$ cat config.mk
export PLATFORM = sky130hd
export DESIGN_NAME = ahb_xfer_launcher
export DESIGN_NICKNAME = d
export VERILOG_FILES = /design/src/rtl/ahb_xfer_launcher.sv
export SDC_FILE = /design/constraint.sdc
export NUM_CORES = 1
export LEC_CHECK = 0
export CORE_AREA = 8 8 109 111
export DETAILED_ROUTE_END_ITERATION = 16
export DIE_AREA = 0 0 117 119
export PLACE_DENSITY = 0.77
export REMOVE_ABC_BUFFERS = 1
export SYNTH_ARGS = -nofsm -noshare
export SYNTH_HDL_FRONTEND = slang
export SYNTH_SLANG_ARGS = --single-unit
$ cat constraint.sdc
create_clock -name HCLK -period 3 [get_ports HCLK]
set_input_delay 0.45 -clock HCLK [delete_from_list [all_inputs] [get_ports HCLK]]
set_output_delay 0.45 -clock HCLK [all_outputs]
set_load 0.05 [all_outputs]
$ cat src/rtl/ahb_xfer_launcher.sv
// AHB-Lite INCR burst master launched by single-cycle write/read request pulses.
// Address and data phases are pipelined; registered bus controls, strobe outputs follow the data phase.
module ahb_xfer_launcher #(
  parameter int AW = 32,
  parameter int DW = 32,
  parameter int LW = 4
) (
  input  logic          HCLK,
  input  logic          HRESETn,
  input  logic          wr_req_pulse,
  input  logic          rd_req_pulse,
  input  logic [AW-1:0] xfer_addr,
  input  logic [2:0]    xfer_size,
  input  logic [LW-1:0] xfer_len,
  input  logic [DW-1:0] wdata,
  output logic          wdata_pop,
  output logic [DW-1:0] rdata,
  output logic          rdata_valid,
  output logic          done_pulse,
  output logic          err,
  output logic          busy,
  output logic          overrun,
  output logic [AW-1:0] HADDR,
  output logic [1:0]    HTRANS,
  output logic          HWRITE,
  output logic [2:0]    HSIZE,
  output logic [2:0]    HBURST,
  output logic [DW-1:0] HWDATA,
  input  logic [DW-1:0] HRDATA,
  input  logic          HREADY,
  input  logic          HRESP
);

  localparam logic [2:0] S_IDLE = 3'd0;
  localparam logic [2:0] S_ADDR = 3'd1;
  localparam logic [2:0] S_DATA = 3'd2;
  localparam logic [2:0] S_ERR2 = 3'd3;
  localparam logic [2:0] S_DONE = 3'd4;

  localparam logic [1:0] TR_IDLE   = 2'b00;
  localparam logic [1:0] TR_NONSEQ = 2'b10;
  localparam logic [1:0] TR_SEQ    = 2'b11;

  localparam logic [2:0] BURST_SINGLE = 3'b000;
  localparam logic [2:0] BURST_INCR   = 3'b001;

  localparam logic [2:0]  C_MAX_SIZE = (DW == 64) ? 3'd3 : 3'd2;
  localparam logic [LW:0] C_ONE      = (LW+1)'(1);
  localparam logic [LW:0] C_TWO      = (LW+1)'(2);

  logic [2:0]    r_state;
  logic [AW-1:0] r_haddr;
  logic [1:0]    r_htrans;
  logic          r_hwrite;
  logic [2:0]    r_hsize;
  logic [2:0]    r_hburst;
  logic [LW:0]   r_rem;
  logic          r_err;
  logic          r_overrun;

  logic          w_req;
  logic          w_accept;
  logic          w_drop;
  logic          w_size_ok;
  logic [AW-1:0] w_incr;
  logic [AW-1:0] w_next_addr;
  logic          w_cross;
  logic [1:0]    w_next_trans;
  logic          w_beat_ok;

  assign w_req        = wr_req_pulse | rd_req_pulse;
  assign w_accept     = (r_state == S_IDLE) & w_req;
  assign w_drop       = ((r_state != S_IDLE) & w_req) |
                        ((r_state == S_IDLE) & wr_req_pulse & rd_req_pulse);
  assign w_size_ok    = (xfer_size <= C_MAX_SIZE);
  assign w_incr       = {{(AW-1){1'b0}}, 1'b1} << r_hsize;
  assign w_next_addr  = r_haddr + w_incr;
  // A burst may not cross a 1KB boundary, so the crossing beat restarts as NONSEQ.
  assign w_cross      = (w_next_addr[AW-1:10] != r_haddr[AW-1:10]);
  assign w_next_trans = w_cross ? TR_NONSEQ : TR_SEQ;
  assign w_beat_ok    = (r_state == S_DATA) & HREADY & ~HRESP;

  // r_rem counts data phases still owed; in DATA a further address is pending while r_rem > 2.
  always_ff @(posedge HCLK) begin
    if (!HRESETn) begin
      r_state   <= S_IDLE;
      r_haddr   <= {AW{1'b0}};
      r_htrans  <= TR_IDLE;
      r_hwrite  <= 1'b0;
      r_hsize   <= 3'd0;
      r_hburst  <= BURST_SINGLE;
      r_rem     <= {(LW+1){1'b0}};
      r_err     <= 1'b0;
      r_overrun <= 1'b0;
    end else begin
      r_overrun <= w_drop;
      case (r_state)
        S_IDLE: begin
          if (w_accept) begin
            r_hwrite <= wr_req_pulse;
            r_hsize  <= xfer_size;
            r_haddr  <= xfer_addr;
            r_hburst <= (xfer_len == {LW{1'b0}}) ? BURST_SINGLE : BURST_INCR;
            r_rem    <= {1'b0, xfer_len} + C_ONE;
            r_err    <= 1'b0;
            if (w_size_ok) begin
              r_htrans <= TR_NONSEQ;
              r_state  <= S_ADDR;
            end else begin
              r_htrans <= TR_IDLE;
              r_state  <= S_ERR2;
            end
          end else begin
            r_htrans <= TR_IDLE;
          end
        end
        S_ADDR: begin
          if (HREADY) begin
            r_state <= S_DATA;
            if (r_rem > C_ONE) begin
              r_haddr  <= w_next_addr;
              r_htrans <= w_next_trans;
            end else begin
              r_htrans <= TR_IDLE;
            end
          end else begin
            r_state <= S_ADDR;
          end
        end
        S_DATA: begin
          if (HRESP && !HREADY) begin
            r_htrans <= TR_IDLE;
            r_state  <= S_ERR2;
          end else if (HRESP && HREADY) begin
            r_htrans <= TR_IDLE;
            r_err    <= 1'b1;
            r_state  <= S_DONE;
          end else if (HREADY) begin
            r_rem <= r_rem - C_ONE;
            if (r_rem == C_ONE) begin
              r_htrans <= TR_IDLE;
              r_state  <= S_DONE;
            end else if (r_rem > C_TWO) begin
              r_haddr  <= w_next_addr;
              r_htrans <= w_next_trans;
            end else begin
              r_htrans <= TR_IDLE;
            end
          end else begin
            r_state <= S_DATA;
          end
        end
        S_ERR2: begin
          r_htrans <= TR_IDLE;
          if (HREADY) begin
            r_err   <= 1'b1;
            r_state <= S_DONE;
          end else begin
            r_state <= S_ERR2;
          end
        end
        S_DONE: begin
          r_htrans <= TR_IDLE;
          r_state  <= S_IDLE;
        end
        default: begin
          r_htrans <= TR_IDLE;
          r_state  <= S_IDLE;
        end
      endcase
    end
  end

  assign busy        = (r_state != S_IDLE);
  assign done_pulse  = (r_state == S_DONE);
  assign err         = r_err;
  assign overrun     = r_overrun;
  assign wdata_pop   = w_beat_ok & r_hwrite;
  assign rdata_valid = w_beat_ok & ~r_hwrite;
  assign rdata       = rdata_valid ? HRDATA : {DW{1'b0}};
  assign HWDATA      = ((r_state == S_DATA) && r_hwrite) ? wdata : {DW{1'b0}};
  assign HADDR       = r_haddr;
  assign HTRANS      = r_htrans;
  assign HWRITE      = r_hwrite;
  assign HSIZE       = r_hsize;
  assign HBURST      = r_hburst;

endmodule

# Yosys cells after proc, flatten, opt, wreduce, memory -nomap -nowiden

Cells that the tools add are included.

Register bits: 51
Bits of input ports: 109
Logic and storage cells: 104

$add $sub $neg: 3
Magnitude comparators: 3
Equal/unequal tests: 18
Shifts and indexed selects: 1
Multiplexer cells: 42
Bitwise gates (word level): 12
Reduce and logical (&&, ||, !) cells: 16

Operators with widths:

| kind                                                                     | number |
|---|---|
| 32-bit 2-to-1 mux                                                        | 10 |
| 32-bit case mux with 3 select lines                                      | 1 |
| 32-bit adder                                                             | 1 |
| 1-bit by 3-bit left shift with 32-bit output (first input constant)      | 1 |
| 2-bit 2-to-1 mux                                                         | 11 |
| 22-bit inequality test                                                   | 1 |
| 5-bit 2-to-1 mux                                                         | 4 |
| 3-bit 2-to-1 mux                                                         | 6 |
| 2-bit inequality test (second input constant)                            | 8 |
| 3-bit case mux with 4 select lines                                       | 1 |
| 5-bit case mux with 2 select lines                                       | 1 |
| 5-bit AND reduction                                                      | 2 |
| 9-bit AND reduction                                                      | 1 |
| 3-bit nonzero test                                                       | 3 |
| 1-bit bitwise AND                                                        | 8 |
| 3-bit by 2-bit equality test with 1-bit output (second input constant)   | 2 |
| 1-bit 2-to-1 mux                                                         | 6 |
| 2-bit case mux with 3 select lines                                       | 1 |
| 2-bit AND reduction                                                      | 3 |
| 4-bit by 1-bit adder with 5-bit output (second input constant)           | 1 |
| 5-bit by 1-bit equality test with 1-bit output (second input constant)   | 1 |
| 5-bit by 1-bit > comparator with 1-bit output (second input constant)    | 1 |
| 5-bit by 2-bit > comparator with 1-bit output (second input constant)    | 1 |
| 5-bit by 2-bit inequality test with 1-bit output (second input constant) | 1 |
| other kinds (14)                                                         | 19 |

# Logic depth before layout (Yosys ltp)

Gate-level depths: netlist of the first run.

Depth after elaboration: 10
Depth in mapped cells: 12

# Worst setup path after synthesis of the first run

OpenSTA, ideal clock, no wires.

Path type: flip-flop to flip-flop
From: reg r_hsize[2] (netlist: HSIZE[2])
To: reg r_haddr[21] (netlist: HADDR[21])
Library setup time: 0.120 ns
Arrival: 2.810 ns
Path slack: 0.070 ns
Cell stages (with the launch flop): 11
Buffers on the path: 2
Cells stage by stage: dfxtp_1 clkbuf_1 nor3b_1 ha_1 a21o_1 o21bai_1 a41o_1 buf_2 and2_1 a311o_1 nor3b_1

Word-level cells in the longest chain between the ends: 8
Elaborated cells between the ends (all ways): 10

Ends and longest elaborated chain:

| item                                             | line | text |
|---|---|---|
| start: declaration                               | 55   | `logic [2:0] r_hsize;` |
| start signal: assignment                         | 101  | `r_hsize <= xfer_size;` |
| 1-bit by 3-bit left shift with 32-bit output (*) | 76   | `assign w_incr = {{(AW-1){1'b0}}, 1'b1} << r_hsize;` |
| 32-bit adder (*)                                 | 77   | `assign w_next_addr = r_haddr + w_incr;` |
| 32-bit 2-to-1 mux                                | 143  | `end else if (r_rem > C_TWO) begin` |
| 32-bit 2-to-1 mux                                | 140  | `if (r_rem == C_ONE) begin` |
| 32-bit 2-to-1 mux                                | 138  | `end else if (HREADY) begin` |
| 32-bit 2-to-1 mux                                | 134  | `end else if (HRESP && HREADY) begin` |
| 32-bit 2-to-1 mux                                | 131  | `if (HRESP && !HREADY) begin` |
| 32-bit case mux with 3 select lines (*)          | 97   | `case (r_state)` |
| end signal: assignment                           | 102  | `r_haddr <= xfer_addr;` |
| end signal: assignment                           | 121  | `r_haddr <= w_next_addr;` |
| end signal: assignment                           | 144  | `r_haddr <= w_next_addr;` |
| end: declaration                                 | 52   | `logic [AW-1:0] r_haddr;` |

Every way passes the cells marked *; elsewhere a longest branch is shown, timed or not. The select of a mux whose other input is x is not followed.
A chain may end at the register's enable or synchronous reset.

# Worst setup path in the final report of the first run

From: reg r_hsize[2] (netlist: HSIZE[2])
To: reg r_haddr[24] (netlist: HADDR[24])

Same word-level chain as after synthesis.

==> impl_metrics.yaml, run 1 <==
finish:
  final_nets: 845
  antenna_cells: 0
  drive_gt1_share_pct: 14.8
  fin_util_pct: 68.3
  fillers: 855
  design_area_mm2: 0.00689
  seqCellArea_um2: 981
  area_growth_pct: 79.9
  multi_input_area_mm2: 0.00262
route:
  viasPerCell: 5.55
  routed_wl_mm: 17.0
  drc: 0
  drt_iter0_markers: 532
  final_antenna_net_count: 0
  post_drt_wl_per_cell_um: 19.7
  vias: 4766
  dr.pass1.iters: 5
floorplan:
  start_util_pct: 38.0
  fp.coreArea_mm2: 0.0101
  dieArea_mm2: 0.0139
  die_w_um: 117
  die_y_um: 119
  core.rowCount: 37
  ios: 220
placement:
  placed_area_mm2: 0.00677
  place.gp.congestion: 0.878
  dp_hpwl_mm: 13.6
  place_ws_ns: 0.184
  portBuffers: 217
global_route:
  antenna_found_initial: 2
  globalRoute.totalOverflow: 0
  grt_pass1_wl_mm: 26.0
  grt_pass1_vias: 4557
  track_usage_pct: 23.5
  grt_start_max_net_pins: 48
setup_path:
  worst-path-max-fanout: 15
  start_kind: "flip-flop"
  crit_arrival_ns: 3.07
  path_class: "flip-flop to flip-flop"
  regToRegSetupSlack_ns: 0.14
  rr_worst_depth: 11
  endpoint_kind: "flip-flop"
  regToRegEndpoint: "HADDR[24]"
  r2r_start: "HSIZE[2]"
  critPathRequiredTime_ns: 3.21
clocking:
  clk_path_buf_depth: 2
  h-tree-depth: 2
  clock-root-buffer: "clkbuf_8"
  cts_buffers: 5
  clk_latency_ns: 0.31
  cts_num_sinks: 49
  post_cts_buffers: 0
  cts_tree: "done"
  cts_hold_buf: 0
  clkTransAtPathRegs_ns: 0.09
timing:
  fin_tns_setup_ns: 0
  setup_slack_ns: 0.141
  finClkSkew_ns: 0.00848
  setup_viol: 0
  fin_crit_ns: 2.86
  final_max_slew_viol_count: 0
  fin_crit_sh_pct: 95.3
  worst_pin_slew_ns: 0.870
  max_clock_freq_mhz: 350
  relSlewSlack_pct: 42.0
  finalHoldViolCount: 0
  rsz0062_at_grt: "no"
synthesis:
  synthArstFlopShare_pct: 0
  synth_top_family_by_area: "simple AND/OR/NAND/NOR gates"
  yosysWarningCount: 0
  synthTopCellsByArea: "dfxtp_1 26%, and3_1 7.0%, and2_1 5.9%"
  synthXorXnorAreaFrac_pct: 1.37
  synth_area_mm2: 0.00383
  synth.avg_cell_area_um2: 7.34
  synth-compound-area-share_pct: 26.9
  synth_seq_cells: 49
  synth_top_area_share_pct: 25.6
  synthDistinctLibCells: 68
  synthMuxAreaShare_pct: 0
  ys_seq_area_share_pct: 25.6
  yosys.area.top_type: "dfxtp_1"
  yosys.area_share.simple_pct: 34.6
  syn_inst: 522
  synth-edff-count: 0
  ys.flop_type: "dfxtp_1"
  synthAdderAreaFrac_pct: 5.03
status:
  status: "finished clean"
pwr:
  power_mw: 3.72
  p_leak_nw: 2.86
  p_per_area_mw_per_mm2: 539
  ir_drop_mv: 0.424
job:
  max_cap_viol_count: 0
worst_hold_path:
  holdPathEnd: "HADDR[31]"
  hold_start: "HADDR[31]"
  hold_path.class: "flip-flop to flip-flop"
  whs_path_depth: 2
## cell usage after synthesis (11+ instances only)
cell / n
nand2_1: 57
dfxtp_1: 49
inv_1: 11
nor2_1: 36
nand4_1: 14
ha_1: 13
and3_1: 43
nand3_1: 22
and2_1: 36
a21oi_1: 30
o21ai_0: 22
clkbuf_1: 25
## placed cells by master (no fill, tap or decap), drive strengths merged, types with 8 or more instances in the layout
cell | netlist | layout
o22ai | 9 | 9
dfxtp | 49 | 49
nor2 | 37 | 37
a31oi | 8 | 8
o31a | 9 | 9
o21ai | 26 | 26
and3 | 43 | 43
nand2 | 58 | 58
nand4 | 14 | 14
clkdlybuf4s50 | 0 | 150
o211ai | 9 | 9
nor3 | 10 | 10
and2 | 36 | 36
nand3 | 22 | 22
nor2b | 9 | 9
a21oi | 30 | 30
buf | 17 | 84
inv | 11 | 11
ha | 13 | 13
## repair_timing
item                       in CTS  in global routing
hold endpoints to repair        0                  0
setup endpoints to repair       0                  2
resized for setup               0                  1
## kinds of logic after synthesis
family	count (synthesis)
other	1
AND/OR/NAND/NOR	250
flip-flops	49
adder cells (fa/ha/maj)	15
XOR/XNOR	6
buffers and inverters	53
AO/OA/AOI/OAI	148
## area by class of cell
| class | count | share of cell area (%) |
|---|---|---|
| Clock inverter | 1 | 0.436 |
| Sequential cell | 49 | 14.2 |
| Timing Repair Buffer | 234 | 43.1 |
| Clock buffer | 7 | 1.25 |
| Inverter | 11 | 0.599 |
| Tap cell | 136 | 2.47 |
| Multi-Input combinational cell | 421 | 38.0 |
## worst max-delay path by stage
stage,to,slack (ns),depth (start not counted),startpoint
after global placement,rdata[30],0.35,7,HREADY
final,HADDR[24],0.14,11,HSIZE[2]
after global routing,HADDR[24],0.00003,11,HSIZE[2]
after detailed placement,HADDR[24],0.18,11,HSIZE[2]
after CTS,HADDR[24],0.15,11,HSIZE[2]
after floorplan,rdata[0],-0.15,4,r_state[1]
## per-stage QoR
| stage | instances | hold slack [ns] |
|---|---|---|
| final | 859 | 0.499 |
| after global routing | 859 | 0.542 |
| after CTS | 859 | 0.501 |
| after detailed placement | 851 | 0.486 |
| after global placement | 851 | 0.474 |
| after floorplan | 481 | 0.522 |
## flip-flops by register name (all words and copies together) (netlist names)
name,flops
HWRITE,1
HTRANS,2
HADDR,32
r_rem,5
r_state,3
overrun,1
HBURST,1
HSIZE,3
err,1
## power by group
part | internal (mW) | switching [mW]
Sequential | 0.807 | 0.202
Clock | 0.272 | 0.235
Combinational | 0.848 | 1.35
## per-layer routing
metal	vias up	GRT usage [%]	share of wire, %
met2	220	40.6	51
met3	45	6.22	8.0
met1	2195	28.3	38
met4	4	5.36	2.4
met5	-	0	0.16
li1	2302	-	-
## critical path, cell delays in order (launching register included)
cell	delay, ns
dfxtp_1	0.41
nor3_1	0.22
ha_1	0.23
inv_1	0.06
fa_1	0.39
nor2b_2	0.17
o2111ai_1	0.21
a31oi_1	0.23
buf_4	0.24
and2_1	0.22
a31oi_1	0.11
o221a_2	0.26
No activity file was read; power rests on OpenSTA's default activity.
==> inputs of run 2 (changes only) <==
==> config.mk (replaced) <==
export PLATFORM = sky130hd
export DESIGN_NAME = ahb_xfer_launcher
export DESIGN_NICKNAME = d
export VERILOG_FILES = /design/src/rtl/ahb_xfer_launcher.sv
export SDC_FILE = /design/constraint.sdc
export NUM_CORES = 1
export LEC_CHECK = 0
export CORE_AREA = 8 8 107 109
export CTS_BUF_LIST = sky130_fd_sc_hd__clkbuf_4 sky130_fd_sc_hd__clkbuf_8
export DETAILED_ROUTE_END_ITERATION = 16
export DIE_AREA = 0 0 115 117
export PLACE_DENSITY = 0.8
export SYNTH_ARGS = -nofsm -noshare
export SYNTH_HDL_FRONTEND = slang
export SYNTH_SLANG_ARGS = --single-unit
==> impl_metrics.yaml, run 2 (synthesized netlist as in run 1, its figures left out) <==
status:
  status: "finished clean"
floorplan:
  start_util_pct: 38.7
  die_y_um: 117
  ios: 220
  fp.coreArea_mm2: 0.00991
  core.rowCount: 37
  die_w_um: 115
  dieArea_mm2: 0.0135
placement:
  place.gp.congestion: 0.987
  dp_cells: 852
  place_ws_ns: 0.200
  dp_hpwl_mm: 13.6
  placed_area_mm2: 0.00677
  portBuffers: 217
setup_path:
  path_class: "flip-flop to flip-flop"
  cpLargestDelayFamily: "compound AO/OA/AOI/OAI gates"
  start_kind: "flip-flop"
  crit_arrival_ns: 3.01
  endpoint_kind: "flip-flop"
  slowest_delay_ns: 0.53
  cp_num_buf_inv: 1
  worst-path-max-fanout: 10
  worstPathCellList: "nor2_1 > nand2_1 > inv_1 > ha_1 > a211oi_1 > o21bai_1 > a41o_1 > and2_1 > a311o_1 > nor3b_1"
  critPathRequiredTime_ns: 3.20
  slowest_stage: "dfxtp_1"
finish:
  layout_common_cells: "150 x clkdlybuf4s50_1, 66 x buf_12, 57 x nand2_1, 48 x dfxtp_1, 43 x and3_1"
  drive_gt1_share_pct: 15.1
  fillers: 794
  seqCellArea_um2: 982
  largest_reg_flops: 32
  final_nets: 846
  area_growth_pct: 79.1
  multi_input_area_mm2: 0.00262
  final_common_cell: "clkdlybuf4s50_1"
  fin_cells: 860
  design_area_mm2: 0.00687
global_route:
  grt_pass1_vias: 4470
  grt_start_max_net_pins: 40
  globalRoute.totalOverflow: 0
  grt_pass1_wl_mm: 25.6
  antenna_found_initial: 2
  track_usage_pct: 24.1
timing:
  fin_crit_ns: 2.81
  finalHoldViolCount: 0
  worst_pin_slew_ns: 0.869
  setup_viol: 0
  max_clock_freq_mhz: 356
  fin_tns_setup_ns: 0
  fin_crit_sh_pct: 93.6
  rsz0062_at_grt: "no"
  holdWs_ns: 0.511
  finClkSkew_ns: 0.0173
  setup_slack_ns: 0.193
  relSlewSlack_pct: 42.0
  final_max_slew_viol_count: 0
pwr:
  p_per_area_mw_per_mm2: 526
  ir_drop_mv: 0.369
  p_leak_nw: 2.85
clocking:
  clk_latency_ns: 0.31
  post_cts_buffers: 0
  clk_path_buf_depth: 2
  cts_buffers: 5
  cts_hold_buf: 0
  clkTransAtPathRegs_ns: 0.09
  h-tree-depth: 2
  clock-root-buffer: "clkbuf_8"
  post_cts.resized_instances: 0
  cts_tree: "done"
  cts_num_sinks: 49
job:
  max_cap_viol_count: 0
route:
  drt_iter0_markers: 390
  post_drt_wl_per_cell_um: 19.6
  routed_wl_mm: 16.9
  vias: 4762
  dr.pass1.iters: 5
  final_antenna_net_count: 0
  viasPerCell: 5.54
  drc: 0
worst_hold_path:
  hold_path.class: "flip-flop to flip-flop"
## run 2: changes by cell type in the layout (fill, tap and decap cells not counted)
cell,before,now
buf_12,67,66
buf_4,16,18
bufinv_16,1,0
clkbuf_1,1,0
clkinvlp_4,0,1
dfxtp_1,49,48
dfxtp_2,0,1
diode_2,0,1
## run 2: per-layer routing
layer | routed length [µm] | share of wire (%) | up-vias | GRT usage, %
li1 | - | - | 2307 | -
met1 | 6760 | 40 | 2219 | 28.3
met2 | 8390 | 50 | 221 | 43.1
met3 | 1540 | 9.1 | 13 | 6.67
met4 | 177 | 1.0 | 2 | 4.29
met5 | 13 | 0.077 | - | 0
## run 2: area by class of cell
cell class / count / area share [%]
multi-input combinational: 421 / 38.1
clock inverter: 1 / 0.109
sequential: 49 / 14.3
tap: 136 / 2.48
timing repair buffer: 235 / 43.2
antenna: 1 / 0.0364
clock buffer: 6 / 1.20
inverter: 11 / 0.601
## run 2: metrics by stage
step                      util (%)  power, mW
after floorplan                  -       2.40
after global placement        68.3       3.15
after detailed placement      68.3       3.20
after CTS                     69.2       3.62
after global routing          69.3       3.83
final                         69.3       3.61
## run 2: path summary, 6_finish.rpt
path / startpoint / cells after the start / slack (ns) / end
max: HSIZE[1] / 10 / 0.19 / HADDR[21]
max reg2reg: HSIZE[1] / 10 / 0.19 / HADDR[21]
min: HBURST[0] / 1 / 0.51 / HBURST[0]
min reg2reg: HBURST[0] / 1 / 0.51 / HBURST[0]
## run 2: worst register-to-register path: cells and delay by family (launching register included)
family	cells	cell delay, ns
AOI/OAI and AO/OA	4	1.25
and+or+nand+nor	4	0.59
DFF	1	0.53
adders and majority gates	1	0.29
buffers and inverters	1	0.05
## run 2: power breakdown
group | switching, mW | internal (mW)
Sequential | 0.202 | 0.808
Clock | 0.226 | 0.183
Combinational | 1.34 | 0.856
Total | 1.77 | 1.85
==> inputs of run 3 (changes only) <==
--- a/config.mk
+++ b/config.mk
@@ -5,10 +5,10 @@
 export SDC_FILE = /design/constraint.sdc
 export NUM_CORES = 1
 export LEC_CHECK = 0
-export CORE_AREA = 8 8 107 109
+export CORE_AREA = 3 3 102 104
 export CTS_BUF_LIST = sky130_fd_sc_hd__clkbuf_4 sky130_fd_sc_hd__clkbuf_8
 export DETAILED_ROUTE_END_ITERATION = 16
-export DIE_AREA = 0 0 115 117
+export DIE_AREA = 0 0 105 107
 export PLACE_DENSITY = 0.8
 export SYNTH_ARGS = -nofsm -noshare
 export SYNTH_HDL_FRONTEND = slang
==> impl_metrics.yaml, run 3 (synthesized netlist as in run 1, its figures left out) <==
worst_hold_path:
  whs_path_depth: 1
  hold_start: "HBURST[0]"
  holdPathEnd: "HBURST[0]"
  hold_path.class: "flip-flop to flip-flop"
floorplan:
  ios: 220
  fp.coreArea_mm2: 0.00964
  start_util_pct: 39.8
  die_y_um: 107
  core.rowCount: 36
  die_w_um: 105
  dieArea_mm2: 0.0112
route:
  viasPerCell: 5.63
  drt_iter0_markers: 312
  routed_wl_mm: 15.2
  vias: 4806
  dr.pass1.iters: 5
  drc: 0
  final_antenna_net_count: 0
  post_drt_wl_per_cell_um: 17.9
setup_path:
  regToRegSetupSlack_ns: 0.18
  path_class: "flip-flop to flip-flop"
  crit_arrival_ns: 3.04
  critPathRequiredTime_ns: 3.22
  start_kind: "flip-flop"
  cp_common_cell: "a31oi_1"
  cp-startpoint: "HSIZE[0]"
  regToRegEndpoint: "HADDR[24]"
  endpoint_kind: "flip-flop"
  rr_worst_depth: 11
  slowest_stage: "dfxtp_1"
  worst-path-max-fanout: 15
  worstPathCellList: "nor3_1 > ha_1 > inv_1 > fa_1 > nor2b_1 > o2111ai_1 > a31oi_1 > buf_4 > and2_1 > a31oi_1 > o221a_2"
  slowest_delay_ns: 0.40
  r2r_start: "HSIZE[0]"
placement:
  dp_hpwl_mm: 11.9
  portBuffers: 217
  place.gp.congestion: 0.899
  place_ws_ns: 0.166
clocking:
  clk_path_buf_depth: 2
  clkTransAtPathRegs_ns: 0.09
  cts_buffers: 5
  clock-root-buffer: "clkbuf_8"
  cts_tree: "done"
  cts_num_sinks: 49
  h-tree-depth: 2
  cts_hold_buf: 0
  clk_latency_ns: 0.32
job:
  max_cap_viol_count: 0
finish:
  largest_reg_flops: 32
  final_common_cell: "clkdlybuf4s50_1"
  area_growth_pct: 78.7
  drive_gt1_share_pct: 14.6
  layout_common_cells: "150 x clkdlybuf4s50_1, 68 x buf_12, 57 x nand2_1, 47 x dfxtp_1, 43 x and3_1"
  final_nets: 843
global_route:
  antenna_found_initial: 1
  grt_pass1_vias: 4392
  track_usage_pct: 25.7
  grt_pass1_wl_mm: 23.5
  globalRoute.totalOverflow: 0
  grt_start_max_net_pins: 61
status:
  status: "finished clean"
timing:
  setup_viol: 0
  finalHoldViolCount: 0
  max_clock_freq_mhz: 354
  finClkSkew_ns: 0.00792
  fin_tns_setup_ns: 0
  worst_pin_slew_ns: 0.767
  final_max_slew_viol_count: 0
  setup_slack_ns: 0.177
  holdWs_ns: 0.528
  relSlewSlack_pct: 48.9
  fin_crit_ns: 2.82
  rsz0062_at_grt: "no"
  fin_crit_sh_pct: 94.1
pwr:
  p_leak_nw: 2.84
  p_per_area_mw_per_mm2: 524
  ir_drop_mv: 0.444
## run 3: cell count changes in the layout (fill, tap and decap cells not counted), sizes merged
cell / change
buf: -3
clkinv: +1
clkbuf: -1
clkinvlp: -1
## run 3: report_power, final
group	internal, mW	total, mW	switching (mW)	leakage [nW]
Sequential	0.809	1.01	0.202	0.405
Clock	0.154	0.385	0.231	0.0399
Combinational	0.851	2.19	1.34	2.39
Total	1.81	3.59	1.77	2.84
## run 3: worst max-delay path by stage
stage | to | cells after the start
6_report | HADDR[24] | 11
5_1_grt | HADDR[24] | 11
2_1_floorplan | HADDR[21] | 10
3_3_place_gp | HADDR[21] | 8
3_5_place_dp | HADDR[21] | 8
4_1_cts | HADDR[21] | 8
## run 3: routing by layer
| metal | share of wire [%] | vias up | track usage (%) | routed length (µm) |
|---|---|---|---|---|
| met2 | 51 | 265 | 46.1 | 7750 |
| met5 | 0 | - | 0 | 0 |
| met1 | 38 | 2237 | 31.2 | 5860 |
| li1 | - | 2287 | - | - |
| met3 | 9.1 | 17 | 5.84 | 1380 |
| met4 | 1.7 | 0 | 5.90 | 259 |
## run 3: through the flow
stage,power [mW],util (%),instances,area (µm²)
final,3.59,71.0,853,6850
after detailed placement,3.19,70.2,846,6770
after global routing,3.79,71.0,853,6850
after global placement,3.14,70.2,846,6770
after CTS,3.59,71.0,852,6840
after floorplan,2.40,-,523,3840
## run 3: area by class of cell
class | instances | area [µm²]
clock buffer | 5 | 68.8
clock inverter | 1 | 5.00
antenna | 1 | 2.50
fill | 757 | 2790
tap | 133 | 166
timing repair buffer | 232 | 2970
multi-input combinational | 421 | 2620
sequential | 49 | 983
inverter | 11 | 41.3
## run 3: what timing repair did
| action | in CTS | in global routing |
|---|---|---|
| endpoints found under the setup margin | 0 | 1 |
| resized for setup | 0 | 2 |
| buffers inserted | 0 | 0 |
| endpoints found under the hold margin | 0 | 0 |
## run 3: worst max-delay path: cells and delay by family, from the launching register on
kind                       cells  cell delay, ns
AOI/OAI and AO/OA              4            0.76
adders and majority gates      2            0.61
buffers and inverters          2            0.30
DFF                            1            0.40
and+or+nand+nor                3            0.65
==> RTL change: new RTL, settings of run 1 <==
`DW`: 32 -> 16.
--- a/src/rtl/ahb_xfer_launcher.sv
+++ b/src/rtl/ahb_xfer_launcher.sv
@@ -2,7 +2,7 @@
 // Address and data phases are pipelined; registered bus controls, strobe outputs follow the data phase.
 module ahb_xfer_launcher #(
   parameter int AW = 32,
-  parameter int DW = 32,
+  parameter int DW = 16,
   parameter int LW = 4
 ) (
   input  logic          HCLK,
Interface: changed (resized HRDATA, HWDATA, rdata and wdata); port bits go from 220 to 156. No check against the original RTL was run, so the function may have changed too.
==> RTL change against run 1 <==
  * Final area fell by 17%
  * Area after synthesis decreased by 6.0%
  * Sequential cell count stayed put
  * Power shrank 2.6%
  * Cell count fell by 9.4%
  * Core utilization decreased by 11 points
  * Worst setup slack better by 0.056 ns
  * Routed wire length shrank 22%
  * Critical path type unchanged
==> RTL change: results (changes against run 1) <==
- Status: finished clean
- First-pass GRT wire length: 21,400 um (-18%)
- Fin nets: 732 (-13%)
- Fin cells: 778 (-9.4%)
- Top cells by count, synth: nand2_1, dfxtp_1, a21oi_1, nor2_1
- Count of unique library cells instantiated by Yosys: 64 (-5.9%)
- Final worst slack: 0.198 ns (+0.0561 ns)
- Root Driver: clkbuf_8
- Routed vias: 4,311 (-9.5%)
- Synth area leaders: dfxtp_1, a21oi_1, nand2_1, ha_1, nor2_1
- Layout cells sized above 1: 0.101 (-0.0467)
- Clock latency on the worst-skew pair: 0.31 ns (about the same)
- WL final: 13,100 um (-22%)
- Slew HR: 0.554 (+0.134)
- Initial antenna violation count: 0 (-2)
- Total CTS buffers: 5 (unchanged)
- Largest net degree at the start of global routing: 26 (-46%)
- Peak supply drop: 0.250 mV (-41%)
- Met2 WL: 6350 um (-26%)
- Drt first-iter violations: 257 (-52%)
- Async set or reset register ratio after synthesis: 0 (unchanged)
- Met3 wire length: 1670 um (+23%)
- Sequential share of the synthesized area: 0.272 (+0.0165)
- Critical-path maximum fanout: 10 (-5)
- Fillcell total: 927 (+8.4%)
- Maximum clock path buffer count: 2 (unchanged)
- GPL Wtd Cong: 0.861 (-1.9%)
- Uppermost layer routed: met4
- LEAKAGE: 0.00224 uW (-22%)
- Met1 usage: 0.203 (-0.0796)
- Post-DP HPWL: 10,500 um (-22%)
- Wire length on met1: 4940 um (-24%)
- Placed Area: 5610 um^2 (-17%)
- I/O Buffers: 153 (-29%)
- Placed Instances: 770 (-9.5%)
- Post-CTS setup buffers: 0 (unchanged)
- Core Util, Final: 0.568 (-0.115)
- First drt pass iteration count: 4 (-1)
- GR Layer Usage met2: 0.321 (-0.0852)
- CP arrival: 3.01 ns (-0.06 ns)
- Synth Instances: 498 (-4.6%)
- Vias in the first global route: 4,388 (-3.7%)
- Met3 GRT Util: 0.0849 (+0.0227)
- Ant diodes: 0 (unchanged)
- Worst slack, placed: 0.154 ns (-0.0299 ns)
- Clock Skew: 0.00931 ns (+0.000823 ns)
- Post-cts resize count: 0 (unchanged)
- Fin Hold WS: 0.497 ns (-0.00211 ns)
- GRT Total Usage: 0.188 (-0.0473)
## RTL change: changes by cell type in the layout (fill, tap and decap cells not counted), sizes merged, moves of 11 or more
cell,change
and3,-18
a21oi,+15
clkdlybuf4s50,-31
and2,-12
nor3,+11
buf,-32
## RTL change: final timing paths
| check | startpoint | end | depth (start not counted) |
|---|---|---|---|
| min | err$_SDFFE_PN0P_ | err$_SDFFE_PN0P_ | 2 |
| max reg2reg | HSIZE[0]$_SDFFE_PN0P_ | HADDR[21]$_SDFFE_PN0P_ | 8 |
| min reg2reg | err$_SDFFE_PN0P_ | err$_SDFFE_PN0P_ | 2 |
| max | HSIZE[0]$_SDFFE_PN0P_ | HADDR[21]$_SDFFE_PN0P_ | 8 |
## RTL change: cell type report
class	instances	share of cell area
clock inverter	1	0.00524
inverter	12	0.00785
tap	136	0.0297
timing repair buffer	171	0.348
clock buffer	7	0.0151
multi-input combinational	402	0.423
sequential	49	0.171
## RTL change: cell families (layout without fill, tap and decap cells)
group                    Yosys count  after routing  synth area share
AO/OA/AOI/OAI                    135            135             0.245
XOR/XNOR                           8              8            0.0195
adder cells (fa/ha/maj)           15             15            0.0535
buffers and inverters             48            191            0.0556
flip-flops                        49             49             0.272
multiplexers                      10             10            0.0278
other                              1              2           0.00104
AND/OR/NAND/NOR                  232            232             0.326
## RTL change: worst max-delay path: stages, from the launching register on
cell and delay (ns):
dfxtp_1 0.53, and3b_1 0.23, ha_1 0.40, nand3_1 0.13
nor3_1 0.32, o21ai_1 0.27, nor4_1 0.44, nor3b_1 0.10
a211o_1 0.28
## RTL change: report_power, final
group / internal (uW) / switching (uW) / total (uW)
logic: 786 / 1290 / 2070
clock network: 272 / 226 / 499
registers: 810 / 237 / 1050
